--- config.mk ---
export PLATFORM = sky130hd
export DESIGN_NAME = fetch_stage_flat
export DESIGN_NICKNAME = d
export VERILOG_FILES = /design/src/rtl/fetch_stage_if.sv /design/src/rtl/fetch_stage.sv /design/src/flat_wrapper.sv
export SDC_FILE = /design/constraint.sdc
export NUM_CORES = 1
export LEC_CHECK = 0
export CAP_MARGIN = 5
export CORE_MARGIN = 2
export CORE_UTILIZATION = 44
export DETAILED_ROUTE_END_ITERATION = 8
export DONT_BUFFER_PORTS = 1
export PLACE_DENSITY_LB_ADDON = 0.05
export SYNTH_ARGS = -nofsm -noshare
export SYNTH_HDL_FRONTEND = slang
export SYNTH_SLANG_ARGS = --single-unit
export TNS_END_PERCENT = 50
--- constraint.sdc ---
create_clock -name clk -period 5.5 [get_ports clk]
set_clock_uncertainty 0.1 [all_clocks]
set_input_delay 1.375 -clock clk [delete_from_list [all_inputs] [get_ports clk]]
set_output_delay 1.375 -clock clk [all_outputs]
set_load 0.03 [all_outputs]
--- src/rtl/fetch_stage_if.sv ---
// Instruction-memory fetch port: request/address out, ack/data back.
interface fetch_stage_if;
    logic        req;
    logic [31:0] addr;
    logic        ack;
    logic [31:0] rdata;

    modport master (
        output req,
        output addr,
        input  ack,
        input  rdata
    );

    modport slave (
        input  req,
        input  addr,
        output ack,
        output rdata
    );
endinterface

--- src/rtl/fetch_stage.sv ---
// MIPS instruction-fetch stage: PC register, imem req/ack fetch, IF/ID register.
module fetch_stage #(
    parameter logic [31:0] RESET_PC = 32'h0000_3000
) (
    input  logic                 clk,
    input  logic                 rst,
    input  logic                 redirect_valid,
    input  logic [31:0]          redirect_pc,
    input  logic                 stall,
    input  logic                 flush,
    fetch_stage_if.master        imem,
    output logic [31:0]          pc,
    output logic                 ifid_valid,
    output logic [31:0]          ifid_pc,
    output logic [31:0]          ifid_instr
);

    typedef enum logic {
        S_REQ  = 1'b0,
        S_HOLD = 1'b1
    } state_t;

    state_t      state;
    state_t      state_next;
    logic        kill;
    logic [31:0] kill_pc;
    logic [31:0] hold_buf;
    logic [31:0] pc_next;
    logic [31:0] target;
    logic        ack_req;
    logic        take_word;
    logic        redir_take;
    logic        kill_drop;
    logic        accept_req;
    logic        accept_hold;
    logic        accept;
    logic [31:0] load_word;

    assign target      = {redirect_pc[31:2], 2'b00};
    assign ack_req     = (state == S_REQ) && imem.ack;
    assign take_word   = ack_req && !kill && !redirect_valid;
    assign redir_take  = redirect_valid && (ack_req || state == S_HOLD);
    assign kill_drop   = ack_req && kill && !redirect_valid;
    assign accept_req  = take_word && !stall;
    assign accept_hold = (state == S_HOLD) && !redirect_valid && !stall;
    assign accept      = accept_req || accept_hold;
    assign load_word   = accept_req ? imem.rdata : hold_buf;

    always_ff @(posedge clk or posedge rst) begin
        if (rst) begin
            state <= S_REQ;
        end else begin
            state <= state_next;
        end
    end

    always_comb begin
        state_next = state;
        unique case (state)
            S_REQ: begin
                if (take_word && stall) begin
                    state_next = S_HOLD;
                end
            end
            S_HOLD: begin
                if (redirect_valid || !stall) begin
                    state_next = S_REQ;
                end
            end
            default: state_next = S_REQ;
        endcase
    end

    // Request is masked during reset even though the state already reads S_REQ.
    always_comb begin
        imem.req  = (state == S_REQ) && !rst;
        imem.addr = pc;
    end

    always_comb begin
        pc_next = pc;
        unique case (1'b1)
            redir_take: pc_next = target;
            kill_drop:  pc_next = kill_pc;
            accept:     pc_next = pc + 32'd4;
            default:    pc_next = pc;
        endcase
    end

    always_ff @(posedge clk or posedge rst) begin
        if (rst) begin
            pc       <= RESET_PC;
            kill     <= 1'b0;
            kill_pc  <= 32'd0;
            hold_buf <= 32'd0;
        end else begin
            pc <= pc_next;
            if (ack_req) begin
                kill <= 1'b0;
            end else if (state == S_REQ && redirect_valid) begin
                kill    <= 1'b1;
                kill_pc <= target;
            end
            if (take_word && stall) begin
                hold_buf <= imem.rdata;
            end
        end
    end

    always_ff @(posedge clk or posedge rst) begin
        if (rst) begin
            ifid_valid <= 1'b0;
            ifid_pc    <= 32'd0;
            ifid_instr <= 32'd0;
        end else if (flush || redirect_valid) begin
            ifid_valid <= 1'b0;
        end else if (stall) begin
            ifid_valid <= ifid_valid;
        end else if (accept) begin
            ifid_valid <= 1'b1;
            ifid_pc    <= pc;
            ifid_instr <= load_word;
        end else begin
            ifid_valid <= 1'b0;
        end
    end

endmodule

--- src/flat_wrapper.sv ---
// flat-port wrapper written by rule: the top's interface ports become plain ports
module fetch_stage_flat 
#(
    parameter logic [31:0] RESET_PC = 32'h0000_3000
)
  (clk, rst, redirect_valid, redirect_pc, stall, flush, pc, ifid_valid, ifid_pc, ifid_instr, imem_req, imem_addr, imem_ack, imem_rdata);
  fetch_stage_if imem_i ();
  input  logic clk;
  input  logic rst;
  input  logic redirect_valid;
  input  logic [31:0] redirect_pc;
  input  logic stall;
  input  logic flush;
  output logic [31:0] pc;
  output logic ifid_valid;
  output logic [31:0] ifid_pc;
  output logic [31:0] ifid_instr;
  output wire logic [$bits(imem_i.req)-1:0] imem_req;
  output wire logic [$bits(imem_i.addr)-1:0] imem_addr;
  input wire logic [$bits(imem_i.ack)-1:0] imem_ack;
  input wire logic [$bits(imem_i.rdata)-1:0] imem_rdata;
  assign imem_req = imem_i.req;
  assign imem_addr = imem_i.addr;
  assign imem_i.ack = imem_ack;
  assign imem_i.rdata = imem_rdata;
  fetch_stage #(.RESET_PC(RESET_PC)) u_core (.clk(clk), .rst(rst), .redirect_valid(redirect_valid), .redirect_pc(redirect_pc), .stall(stall), .flush(flush), .imem(imem_i), .pc(pc), .ifid_valid(ifid_valid), .ifid_pc(ifid_pc), .ifid_instr(ifid_instr));
endmodule
=== Word level (Yosys, flattened, before mapping) ===
Cells that the tools add are included.

* Register bits after elaboration: 161
* Word-level logic and storage cells: 48
* Bits of input ports: 70
* Output and inout bits: 130

* Bitwise gates (word level): 4
* Multiplexer cells: 10
* Add/subtract/negate cells: 1
* Reduce and logical (&&, ||, !) cells: 24
* Eq/ne operators: 1

{| class="wikitable"
|+ Operators by type and width
! cell !! count
|-
| $pmux 32 s3 || 1
|-
| $add 32x3->32 const B || 1
|-
| $mux 32 || 1
|-
| $logic_and 1x1->1 || 12
|-
| $mux 1 || 7
|-
| $logic_not 1->1 || 4
|-
| $logic_or 1x1->1 || 4
|-
| $not 1->1 || 4
|-
| $reduce_and 3->1 || 1
|-
| $reduce_bool 3->1 || 1
|-
| $ne 2x1->1 const B || 1
|-
| $pmux 1 s2 || 1
|-
| $reduce_and 2->1 || 1
|-
| $reduce_bool 2->1 || 1
|}

=== Longest topological paths before layout ===
Gate-level depths: netlist of the first run.

* Word-level depth: 9
* Gate-level depth with buffers: 9
* Mapped depth without buffers: 6

=== Least setup slack after synthesis of the first run ===
No wires, ideal clock.

* Path type: input-to-output
* Start: input port rst
* End: output port imem_req
* Stages: 1
* Required time: 4.025 ns
* Path slack: 2.248 ns
* Arrival time: 1.777 ns
* Path buffers: 0
* Cells stage by stage: nor2_1

* Word-level cells in the longest chain between the ends: 2

{| class="wikitable"
|+ RTL lines
! item !! line !! RTL
|-
| start: declaration || flat_wrapper.sv:9 || <nowiki>input logic rst;</nowiki>
|-
| $logic_not 1->1 (no line) || -- ||
|-
| $logic_and 1x1->1 || fetch_stage.sv:76 || <nowiki>imem.req = (state == S_REQ) && !rst;</nowiki>
|-
| end: declaration || flat_wrapper.sv:18 || <nowiki>output wire logic [$bits(imem_i.req)-1:0] imem_req;</nowiki>
|}

Every way passes these cells.

=== Worst setup path in the final report of the first run ===
* Start: input port redirect_valid
* End: register u_core.ifid_pc[14]

* Word-level cells in the longest chain between the ends: 5
* Elaborated cells on any way between the ends: 9
* Classes of those cells: bitwise: 1; reduce/logical: 8

{| class="wikitable"
|+ RTL lines
! item !! line !! RTL
|-
| start: declaration || flat_wrapper.sv:10 || <nowiki>input logic redirect_valid;</nowiki>
|-
| $logic_not 1->1 || fetch_stage.sv:41, fetch_stage.sv:45 ||
|-
| $logic_and 1x1->1 (on tied branches) || fetch_stage.sv:41, fetch_stage.sv:45 ||
|-
| $logic_and 1x1->1 (on tied branches) || fetch_stage.sv:44, fetch_stage.sv:45 ||
|-
| $logic_or 1x1->1 || fetch_stage.sv:46 || <nowiki>assign accept = accept_req || accept_hold;</nowiki>
|-
| $reduce_and 3->1 (no line) (*) || -- ||
|-
| end signal: assignment || fetch_stage.sv:121 || <nowiki>ifid_pc <= pc;</nowiki>
|-
| end: declaration || fetch_stage.sv:14 || <nowiki>output logic [31:0] ifid_pc,</nowiki>
|}

Mark *: on every way between the ends. The rest lies on a longest branch, timed or not.
A chain may end at the register's enable or synchronous reset.

==> results.md, run 1 <==
* #FFs+latches synth at approximately 160
* Drt first-iter violations at 273
* Final WS setup at about 2.1 ns
* Fin cells at a little over 800
* CP startpoint kind: input pin
* Post-Route WL at about 18000 um
* Final setup vio count at 0
* Synthesized area per cell at ~12 um2
* Remaining global-route overflow at 0
* DRC errors left at 0
* CP endpoint kind: flop
* Netlist cell types at 61
* Req. time, crit path at roughly 5.7 ns
* # diodes at 0
* Cell row count at 47
* Share of layout cells above drive strength 1 at about a fifth
* Post-cts resize count at 0
* Min-Delay Path Class: flop to flop
* Post-synth top flop: dfrtp_1
* RePlAce Congestion at between 0.7 and 0.8
* Post-synthesis cell count at ~650
* Multi-input combinational cell area at between 0.003 and 0.004 mm2
* PortBufs at 0
* Hold EP: u_core.kill_pc[24]
* Worst Reg-to-Reg Cells at 3
* Vias after detailed routing at 4900
* Vias in the first global route at slightly above 5000
* Cell Area, Synth at between 0.007 and 0.008 mm2
* Period utilization at between 60 and 70%
* Htree depth at 4
* Fill cell count at 1521
* FFs w/ async S/R, synth at 100%
* TritonCTS Sinks at roughly 160
* Total track usage at 20.4%
* Wire length per cell at between 20 and 25 um
* Worst skew pair latency at approximately 0.42 ns
* First-pass GRT wire length at around 28000 um
* Max-cap violations at 0
* Hold path startpoint: u_core.kill_pc[24]
* ANT nets after route at 0
* FF+latch area at between 0.003 and 0.004 mm2
* Dpl hpwl at 11600 um
* Pwr Density at 502 mW/mm2
* Final core utilization at around half
* Sequential cell area fraction in the yosys report at between 50% and 60%
* Final hold violations at 0
* # Post-CTS Setup Buffers at 0
* P&R area growth vs syn at 6.76%
* Dpl cells at between 700 and 800
* Die ar. at roughly 0.018 mm2
* Unrepaired setup endpoints after global routing: false
* Slew @ Worst Pin at ~1.2 ns
* Post-layout minimum cycle time at about 3.4 ns
* Reg-to-Reg Start: u_core.state
* EDFF count, synth at 0
* R2R Path End: u_core.ifid_pc[14]
* CTS Buf Count at 17
* CTS root buffer: clkbuf_16
* Hold path depth at 1
* Synth Warn # at 0
* Max Transition Viols Final at 0
* Core box area at about 0.017 mm2
* Leak at 0.00351 uW
* CTS Buffer Depth at 2
* DR pass1 iterations at 6
* CTS tree: yes
* Initial antenna violation count at 0
* Worst-path maximum fanout at just under 100
* Fmax at between 200 and 300 MHz
* Die Wd at 135 um
* Via density at about 5.9
* Reg clk slew, reported paths at approximately 0.06 ns
* Status: complete, no violations
* Worst R2R Setup Slack at 2.58 ns
* Relative slew slack at 21.2%
* Die H at 135 um
* Setup WS pre-CTS at 1.65 ns
* Starting Density at between 40% and 50%
* Fin Setup TNS at 0 ns
* CP Class: input pin to flop
* Largest net degree at the start of global routing at roughly 160
* IO Pins at 200
* Peak supply drop at 234 uV
* WP data arrival at around 3.6 ns
* Hold_buf cts at 0
* Net count, final at about 670
per-layer routing:
| metal | share of wire (%) | GRT usage, % | routed length [um] |
|---|---|---|---|
| met1 | 44 | 26.7 | 7840 |
| met2 | 47 | 31.3 | 8400 |
| met3 | 7.9 | 6.83 | 1410 |
| met4 | 1.4 | 7.95 | 259 |
| met5 | 0 | 0 | 0 |
sequential cells by signal, summed over array words and instances (netlist names):
signal and flops:
u_core.kill_pc 30, u_core.ifid_instr 32, u_core.state 1, u_core.kill 1, u_core.ifid_pc 30, u_core.ifid_valid 1
u_core.imem.addr 30, u_core.hold_buf 32
placed cells by master, fill, tap and decap left out, types with 4 or more instances in the layout:
cell type,n
o21ai_0,42
o21a_1,4
nor2_1,25
dfrtp_1,155
o21ai_1,12
clkbuf_16,17
nor3_1,7
a221oi_1,4
nand3_1,6
nand2_1,51
bufinv_16,5
conb_1,6
a21oi_1,18
nand4_1,8
o22ai_1,20
xnor2_1,5
mux2_1,36
a211oi_2,5
clkinvlp_4,4
and3_1,10
mux2_2,51
mux2i_1,33
inv_1,5
a311oi_1,4
a31oi_1,4
cell usage after synthesis (4+ instances only):
master	number	area, um2
mux2_1	36	405
a31oi_1	4	25.0
o21ai_1	12	60.1
nand2_1	52	195
inv_1	6	22.5
mux2i_1	33	330
buf_2	24	120
o21ai_0	42	210
a311oi_1	4	35.0
nor2_1	25	93.8
xnor2_1	5	43.8
o22ai_1	20	125
mux2_2	51	574
dfrtp_1	155	3880
nand4_1	8	50.1
a211oi_2	5	62.6
buf_4	44	330
o21a_1	4	30.0
a21oi_1	18	90.1
and3_1	10	62.6
a221oi_1	4	35.0
nor3_1	7	35.0
nand3_1	6	30.0
clkbuf_1	5	18.8
worst max path at each step:
stage              startpoint            endpoint  slack [ns]
6_report       redirect_valid  u_core.ifid_pc[14]        2.09
5_1_grt        redirect_valid  u_core.ifid_pc[25]        1.94
4_1_cts        redirect_valid  u_core.ifid_pc[14]        2.11
3_5_place_dp   redirect_valid  u_core.ifid_pc[25]        1.65
3_3_place_gp   redirect_valid  u_core.ifid_pc[23]        1.72
2_1_floorplan             rst  u_core.hold_buf[0]        2.04
per-stage QoR:
| step | power (uW) | hold slack [ns] | area, um2 |
|---|---|---|---|
| 2_1_floorplan | 2650 | 0.358 | 7540 |
| 3_3_place_gp | 2720 | 0.369 | 7370 |
| 3_5_place_dp | 2760 | 0.375 | 7370 |
| 4_1_cts | 4070 | 0.392 | 8020 |
| 5_1_grt | 4230 | 0.407 | 8020 |
| 6_report | 4030 | 0.387 | 8020 |
cells by family after synthesis:
| group | Yosys count | share of synthesized area, % |
|---|---|---|
| AOI/OAI and AO/OA | 137 | 11.8 |
| xor gates and xnor gates | 8 | 0.932 |
| adders and majority gates | 1 | 0.166 |
| buffers and inverters | 83 | 7.04 |
| DFF | 157 | 52.3 |
| muxes | 120 | 17.4 |
| other | 1 | 0.0499 |
| and+or+nand+nor | 138 | 10.3 |
worst max-delay path: stages:
cell,delay [ns]
nor2_1,0.22
o21a_2,0.64
nand2b_4,0.71
mux2_1,0.58
report_power, final:
group	switching [uW]	leakage, uW	total (uW)	internal, uW
clock	484	0.000310	1300	821
combinational	234	0.00132	476	242
sequential	792	0.00189	2250	1450
cell type report:
type                            instances  share of cell area, %
Clock inverter                         13                   2.65
Sequential cell                       157                   49.0
Inverter                                7                  0.374
Timing Repair Buffer                    4                  0.530
Multi-Input combinational cell        410                   38.5
Clock buffer                           19                   5.52
Tap cell                              220                   3.43
Power figures use the tool's default switching activity.
==> inputs of run 2 (changes only) <==
==> constraint.sdc (replaced) <==
create_clock -name clk -period 3.6 [get_ports clk]
set_clock_uncertainty 0.1 [all_clocks]
set_input_delay 0.9 -clock clk [delete_from_list [all_inputs] [get_ports clk]]
set_output_delay 0.9 -clock clk [all_outputs]
set_load 0.03 [all_outputs]
==> run 2 against run 1 <==
Against the previous run:
- register-to-register slack worse by 1.6 ns
- first-iteration DRC count is 5.5% lower
- via count is 0.45% higher
- core utilization is 0.69 points higher
- wire length is 0.44% higher
- hold slack better by 0.0013 ns
- global-route usage is 0.32 points higher
- cell count is 1.7% higher
- non-clock buffer count is 15 higher
- die area stayed put
- highest routed layer unchanged
==> results.md, run 2 (synthesized netlist as in run 1, its figures left out) <==
* Die H at between 100 and 150 um
* DR pass1 iterations at 4
* Largest regs: u_core.hold_buf (32), u_core.ifid_instr (32)
* RePlAce Congestion at 0.773
* Hold_buf cts at 0
* CP endpoint kind: flop
* CTS tree: yes
* Starting Density at 45.2%
* Min Hold Slack at ~0.39 ns
* CTS Buf Count at 17
* ANT nets after route at 0
* Crit path largest cell delay at roughly 0.77 ns
* Reg clk slew, reported paths at ~0.06 ns
* WP data arrival at 2.81 ns
* Drt first-iter violations at approximately 260
* Critical-path cell list: ha_1, nand4_4, nor4_4, nand3_1, xor2_1, a211oi_2
* Total track usage at about a fifth
* Die Wd at between 100 and 150 um
* Final setup vio count at 0
* Initial antenna violation count at 0
* Via density at 5.83
* Net count, final at slightly below 700
* Pwr Density at roughly 750 mW/mm2
* Unrepaired setup endpoints after global routing: false
* Htree depth at 4
* Slowest CP cell: dfrtp_1
* Dpl hpwl at roughly 12000 um
* CP Class: flop to flop
* Fill cell count at 1537
* Die ar. at between 0.015 and 0.02 mm2
* P&R area growth vs syn at 8.29%
* Req. time, crit path at about 3.8 ns
* Min-Delay Path Class: flop to flop
* Post-cts resize count at 0
* Status: complete, no violations
* Post-Route WL at ~18000 um
* Wire length per cell at between 20 and 25 um
* CP startpoint kind: flop
* Remaining global-route overflow at 0
* Peak supply drop at between 300 and 400 uV
* PortBufs at 0
* Share of layout cells above drive strength 1 at 21.2%
* Vias after detailed routing at slightly below 5000
* Vias in the first global route at roughly 5000
* Cell row count at 47
* Fin Setup TNS at 0 ns
* Worst skew pair latency at 0.42 ns
* Leak at between 0.003 and 0.004 uW
* Post-layout minimum cycle time at 2.58 ns
* # Post-CTS Setup Buffers at 0
* TritonCTS Sinks at ~160
* Final core utilization at 48.9%
* DRC errors left at 0
* Worst-path maximum fanout at 7
* IO Pins at 200
* Most frequent cells in the layout: dfrtp_1, nand2_1, mux2_2
* Core box area at 0.0166 mm2
* CTS root buffer: clkbuf_16
* Relative slew slack at between 30 and 40%
* Slew @ Worst Pin at about 0.94 ns
* Most common cell after layout, fill and taps aside: dfrtp_1
* Max-cap violations at 0
* First-pass GRT wire length at ~29000 um
* Max Transition Viols Final at 0
* Largest net degree at the start of global routing at 57
* Final hold violations at 0
* CTS Buffer Depth at 2
* Fmax at around 390 MHz
* Period utilization at 71.6%
* # diodes at 0
[run 2: cell count changes in the layout (fill, tap and decap cells not counted), sizes merged]
cell      change
buf          +15
clkinvlp      -1
clkinv        +1
bufinv        -1
inv           -2
clkbuf        +2
[run 2: per-layer routing]
metal / vias up / global-route usage, % / wire length [um]
met5: - / 0 / 0
met4: 0 / 7.08 / 258
met3: 22 / 5.97 / 1450
met2: 179 / 32.3 / 8460
met1: 2481 / 27.7 / 7830
li1: 2240 / - / -
[run 2: path summary, 6_finish.rpt]
| check | start | endpoint | slack [ns] | cells after the start |
|---|---|---|---|---|
| min reg2reg | u_core.kill_pc[27] | u_core.kill_pc[27] | 0.39 | 1 |
| max | u_core.imem.addr[3] | u_core.imem.addr[22] | 1.02 | 6 |
| max in group asynchronous | rst | u_core.imem.addr[16] | 2.20 | 2 |
| max reg2reg | u_core.imem.addr[3] | u_core.imem.addr[22] | 1.02 | 6 |
| min | u_core.kill_pc[27] | u_core.kill_pc[27] | 0.39 | 1 |
| min in group asynchronous | rst | u_core.ifid_pc[7] | 0.41 | 1 |
[run 2: where the power goes]
part / total, uW / switching [uW] / internal, uW
sequential: 3350 / 1130 / 2220
combinational: 837 / 443 / 394
clock: 1920 / 704 / 1210
[run 2: critical path, delay by kind of cell, from the launching register on]
family,cells,cell delay (ns)
xor gates and xnor gates,1,0.21
AOI/OAI and AO/OA,1,0.24
and+or+nand+nor,3,0.79
adders and majority gates,1,0.39
DFF,1,0.77
[run 2: area by class of cell]
| cell class | count | area, um2 | share of cell area, % |
|---|---|---|---|
| Sequential cell | 157 | 3930 | 48.3 |
| Timing Repair Buffer | 19 | 180 | 2.21 |
| Clock buffer | 21 | 470 | 5.78 |
| Inverter | 7 | 30.0 | 0.369 |
| Clock inverter | 10 | 163 | 2.00 |
| Multi-Input combinational cell | 410 | 3090 | 38.0 |
| Tap cell | 220 | 275 | 3.38 |
[run 2: metrics by stage]
step / setup slack, ns / area (um2) / total power, uW / instances
3_5_place_dp: 0.937 / 7510 / 4250 / 813
3_3_place_gp: 0.985 / 7510 / 4190 / 813
6_report: 1.02 / 8140 / 6110 / 844
5_1_grt: 0.865 / 8140 / 6410 / 844
2_1_floorplan: 0.615 / 7540 / 4050 / 650
4_1_cts: 1.03 / 8140 / 6180 / 844
